[config.mk]
export PLATFORM = sky130hd
export DESIGN_NAME = uart_tx_ctrl
export DESIGN_NICKNAME = d
export VERILOG_FILES = /design/src/rtl/uart_tx_ctrl.sv
export SDC_FILE = /design/constraint.sdc
export NUM_CORES = 1
export LEC_CHECK = 0
export BUFFER_PORTS_ARGS = -buffer_cell sky130_fd_sc_hd__buf_4
export CAP_MARGIN = 20
export CORE_UTILIZATION = 42
export DETAILED_ROUTE_END_ITERATION = 12
export PLACE_DENSITY = 0.79
export SLEW_MARGIN = 20
export SYNTH_ARGS = -nofsm -noshare
export SYNTH_HDL_FRONTEND = slang
export SYNTH_SLANG_ARGS = --single-unit
[constraint.sdc]
create_clock -name CLK -period 3.4 [get_ports CLK]
set_clock_uncertainty 0.15 [all_clocks]
set_input_delay 0.51 -clock CLK [delete_from_list [all_inputs] [get_ports CLK]]
set_output_delay 0.51 -clock CLK [all_outputs]
set_load 0.01 [all_outputs]
[src/rtl/uart_tx_ctrl.sv]
// UART transmit frame controller: accepts a byte, loads the serializer and
// frames the line as start, data, optional parity and stop bits.
module uart_tx_ctrl #(
   parameter int Data_width = 8
) (
   input  logic                  CLK,
   input  logic                  RST,
   input  logic [Data_width-1:0] P_DATA,
   input  logic                  DATA_VALID,
   input  logic                  PAR_EN,
   input  logic                  PAR_TYP,
   input  logic                  ser_data,
   input  logic                  ser_done,
   output logic                  ser_en,
   output logic [Data_width-1:0] ser_p_data,
   output logic                  TX_OUT,
   output logic                  Busy,
   output logic                  frame_err
);

   typedef enum logic [2:0] {
      IDLE   = 3'd0,
      START  = 3'd1,
      DATA   = 3'd2,
      PARITY = 3'd3,
      STOP   = 3'd4
   } state_t;

   // Count value on the last expected data bit; ser_done must show up by then.
   localparam logic [3:0] LAST_CNT = 4'(Data_width - 1);

   state_t      state_r;
   logic [3:0]  bit_cnt_r;
   logic        par_en_r;
   logic        par_bit_r;
   logic        accept_s;

   function automatic logic parity_of(input logic [Data_width-1:0] d, input logic odd);
      return (^d) ^ odd;
   endfunction

   assign accept_s = DATA_VALID && ((state_r == IDLE) || (state_r == STOP));

   // Frame sequencing, request capture and serializer handshake.
   always_ff @(posedge CLK) begin
      if (RST) begin
         state_r    <= IDLE;
         bit_cnt_r  <= 4'd0;
         par_en_r   <= 1'b0;
         par_bit_r  <= 1'b0;
         ser_en     <= 1'b0;
         ser_p_data <= '0;
         frame_err  <= 1'b0;
      end else begin
         frame_err <= 1'b0;
         ser_en    <= 1'b0;
         if (accept_s) begin
            ser_p_data <= P_DATA;
            par_en_r   <= PAR_EN;
            par_bit_r  <= parity_of(P_DATA, PAR_TYP);
            ser_en     <= 1'b1;
            state_r    <= START;
         end else begin
            case (state_r)
               IDLE: begin
                  state_r <= IDLE;
               end
               START: begin
                  bit_cnt_r <= 4'd0;
                  state_r   <= DATA;
               end
               DATA: begin
                  if (bit_cnt_r != 4'hF) begin
                     bit_cnt_r <= bit_cnt_r + 4'd1;
                  end
                  if (ser_done) begin
                     state_r <= par_en_r ? PARITY : STOP;
                  end else if (bit_cnt_r == LAST_CNT) begin
                     // Serializer overran the frame: flag it and close without parity.
                     frame_err <= 1'b1;
                     state_r   <= STOP;
                  end else begin
                     state_r <= DATA;
                  end
               end
               PARITY: begin
                  state_r <= STOP;
               end
               STOP: begin
                  state_r <= IDLE;
               end
               default: begin
                  state_r <= IDLE;
               end
            endcase
         end
      end
   end

   // Line and busy decode from the registered state.
   always_comb begin
      TX_OUT = 1'b1;
      Busy   = 1'b1;
      case (state_r)
         IDLE: begin
            TX_OUT = 1'b1;
            Busy   = 1'b0;
         end
         START:   TX_OUT = 1'b0;
         DATA:    TX_OUT = ser_data;
         PARITY:  TX_OUT = par_bit_r;
         STOP:    TX_OUT = 1'b1;
         default: begin
            TX_OUT = 1'b1;
            Busy   = 1'b0;
         end
      endcase
   end

endmodule

==> impl_metrics.json <==
{
  "crit_type": "flip-flop to primary output",
  "p_leak_nw": 0.452,
  "grt_max_degree": 13,
  "area_delta_synth_final_pct": 29.8,
  "io_pins": 27,
  "via_count": 670,
  "max_freq_mhz": 488,
  "antenna_found_initial": 0,
  "vdd_drop_max_uv": 224,
  "r2r_end": "ser_p_data[5]$_SDFFE_PP0P_",
  "worstSetupStartpointType": "flip-flop",
  "dieHeight_um": 45.8,
  "routed_wl_um": 1620,
  "worstPathMaxFanout": 6,
  "cp-end-kind": "primary output",
  "dpl_worst_slack_ns": 1.56,
  "cp.arrival_ns": 1.39,
  "portBuffers": 26,
  "fin_area_um2": 1050,
  "drt_pass1_iterations": 2,
  "hpwlAfterDp_um": 1250,
  "worstMarginPinSlew_ns": 0.828,
  "seq_area_frac_synth_pct": 47.1,
  "utilization_pct": 59.4,
  "regArea_um2": 380,
  "clkTransAtPathRegs_ns": 0.11,
  "synth_cell_types": 31,
  "netlist_area_um2": 807,
  "routedWlPerCell_um": 12.4,
  "finalSetupViolCount": 0,
  "grt_pass1_wl_um": 2620,
  "tns_ns": 0,
  "rrSetupSlack_ns": 1.70,
  "hold_class": "primary input to flip-flop",
  "core_um2": 1760,
  "hold-worst-slack_ns": 0.237,
  "syn_area_per_cell_um2": 10.2,
  "final_nets": 123,
  "drtIter0Drc": 9,
  "post-cts-setup-buffer-count": 0,
  "period_needed_ns": 2.05,
  "num_antenna_cells": 0,
  "synth_fp_nets": 95,
  "fin_ws_ns": 1.35,
  "ctsHoldBuffers": 0,
  "fp-row-count": 15,
  "die_w_um": 45.8,
  "nFillCells": 176,
  "post_cts_resized": 0,
  "ys_ff_latch": 19,
  "track_usage_pct": 17.1,
  "initial_core_util_pct": 45.7,
  "placed_cells": 127,
  "hold_start": "ser_done",
  "hold_violations": 0,
  "grt_setup_unrepaired": "false",
  "syn_inst": 79,
  "gp_congestion": 0.791,
  "drive_gt1_share_pct": 32.1,
  "cts_buffer_depth": 2,
  "tritoncts": "built",
  "htreeDepth": 1,
  "min_path_cells": 2,
  "relSlewSlack_pct": 44.8,
  "cts_root_buf": "clkbuf_4",
  "yosys_warnings": 0,
  "cts_sinks": 19,
  "grt_overflow": 0,
  "cp.required_ns": 2.74,
  "ant_nets": 0,
  "multiInputGateArea_um2": 402,
  "timing.rr.start": "state_r[0]$_SDFF_PP0_",
  "p_per_area_nw_per_um2": 428,
  "outcome": "finished, final reports clean",
  "whs_endpoint": "frame_err$_SDFF_PP0_",
  "finalCritPeriodShare_pct": 60.2,
  "numCtsBuffers": 3,
  "slew_viol_final": 0,
  "drc": 0,
  "r2r_cells": 3,
  "clock_latency_ns": 0.29,
  "fin_cells": 131,
  "placed_area_um2": 1020,
  "drv_cap": 0,
  "grt_pass1_vias": 677,
  "viasPerCell": 5.11,
  "p_total_uw": 449,
  "dieArea_um2": 2100
}
==> registers in the layout, indices dropped and copies added, names as in the netlist <==
name / cells
bit_cnt_r: 4
frame_err: 1
par_bit_r: 1
par_en_r: 1
ser_en: 1
ser_p_data: 8
state_r: 3
==> power by group <==
group          total, mW  leakage [nW]  internal [mW]  switching [mW]
clock              0.112        0.0177         0.0437          0.0685
sequential         0.246         0.155          0.236         0.00974
combinational     0.0905         0.279         0.0521          0.0384
==> cell families (layout without fill, tap and decap cells) <==
logic type	Yosys count	count (layout)	synth area share, %
AO/OA/AOI/OAI	24	24	22.5
adder cells (fa/ha/maj)	1	1	1.55
buffers and inverters	6	33	3.10
flip-flops	19	19	47.1
AND/OR/NAND/NOR	20	20	14.0
multiplexers	1	1	1.40
XOR/XNOR	8	8	10.4
==> layer usage <==
metal	share of wire [%]	track usage (%)	vias to the layer above
met3	3.0	1.19	2
li1	-	-	344
met1	44	20.4	312
met5	0	0	-
met4	1.2	9.41	0
met2	52	30.0	12
==> cell usage after synthesis (all sizes together) <==
library cell / instances / area, um2
or4: 1 / 7.51
nand2: 4 / 15.0
a311o: 1 / 10.0
nor3b: 1 / 7.51
inv: 3 / 11.3
ha: 1 / 12.5
and2b: 2 / 17.5
mux2: 1 / 11.3
buf: 2 / 10.0
xor2: 1 / 8.76
clkbuf: 1 / 3.75
dfxtp: 19 / 380
a2111oi: 1 / 8.76
and3: 1 / 6.26
nor2b: 1 / 6.26
o21a: 1 / 7.51
a41o: 1 / 10.0
nor3: 2 / 10.0
o21ai: 2 / 10.0
nand3b: 1 / 7.51
o31ai: 1 / 7.51
xnor3: 1 / 22.5
or3: 1 / 6.26
nand3: 3 / 15.0
xnor2: 6 / 52.6
nand4: 1 / 6.26
nor2: 2 / 7.51
a21oi: 6 / 33.8
a22o: 10 / 87.6
a31oi: 1 / 6.26
==> worst max path at each step <==
stage	start	end	slack [ns]	cells after the start
2_1_floorplan	ser_data	TX_OUT	1.78	2
3_3_place_gp	ser_data	TX_OUT	1.58	4
3_5_place_dp	ser_data	TX_OUT	1.56	4
4_1_cts	state_r[1]$_SDFF_PP0_	TX_OUT	1.34	4
5_1_grt	state_r[1]$_SDFF_PP0_	TX_OUT	1.26	4
6_report	state_r[1]$_SDFF_PP0_	TX_OUT	1.35	4
==> cell usage in the layout (no fill, tap or decap), types with 2 or more instances in the layout <==
cell      synthesis  final
a21oi_1           5      5
nand2_1           4      4
buf_4             0     26
inv_1             3      3
clkbuf_4          0      3
a22o_1           10     10
o21ai_0           2      2
xnor2_1           6      6
nor3_1            2      2
nand3_1           3      3
and2b_2           2      2
nor2_1            2      2
dfxtp_1          19     19
==> worst max-delay path: stages (launching register included) <==
cell and delay [ns]:
dfxtp_1 0.42, inv_1 0.09, o21a_1 0.18, a311o_1 0.26
buf_4 0.14
==> cell type report <==
type / instances / area share, %
repair buffers: 26 / 18.6
clock inverters: 1 / 0.478
inverters: 3 / 1.08
multi-input cells: 54 / 38.4
flip-flops and latches: 19 / 36.3
clock buffers: 3 / 2.15
well taps: 25 / 2.99
Power figures use the tool's default switching activity.
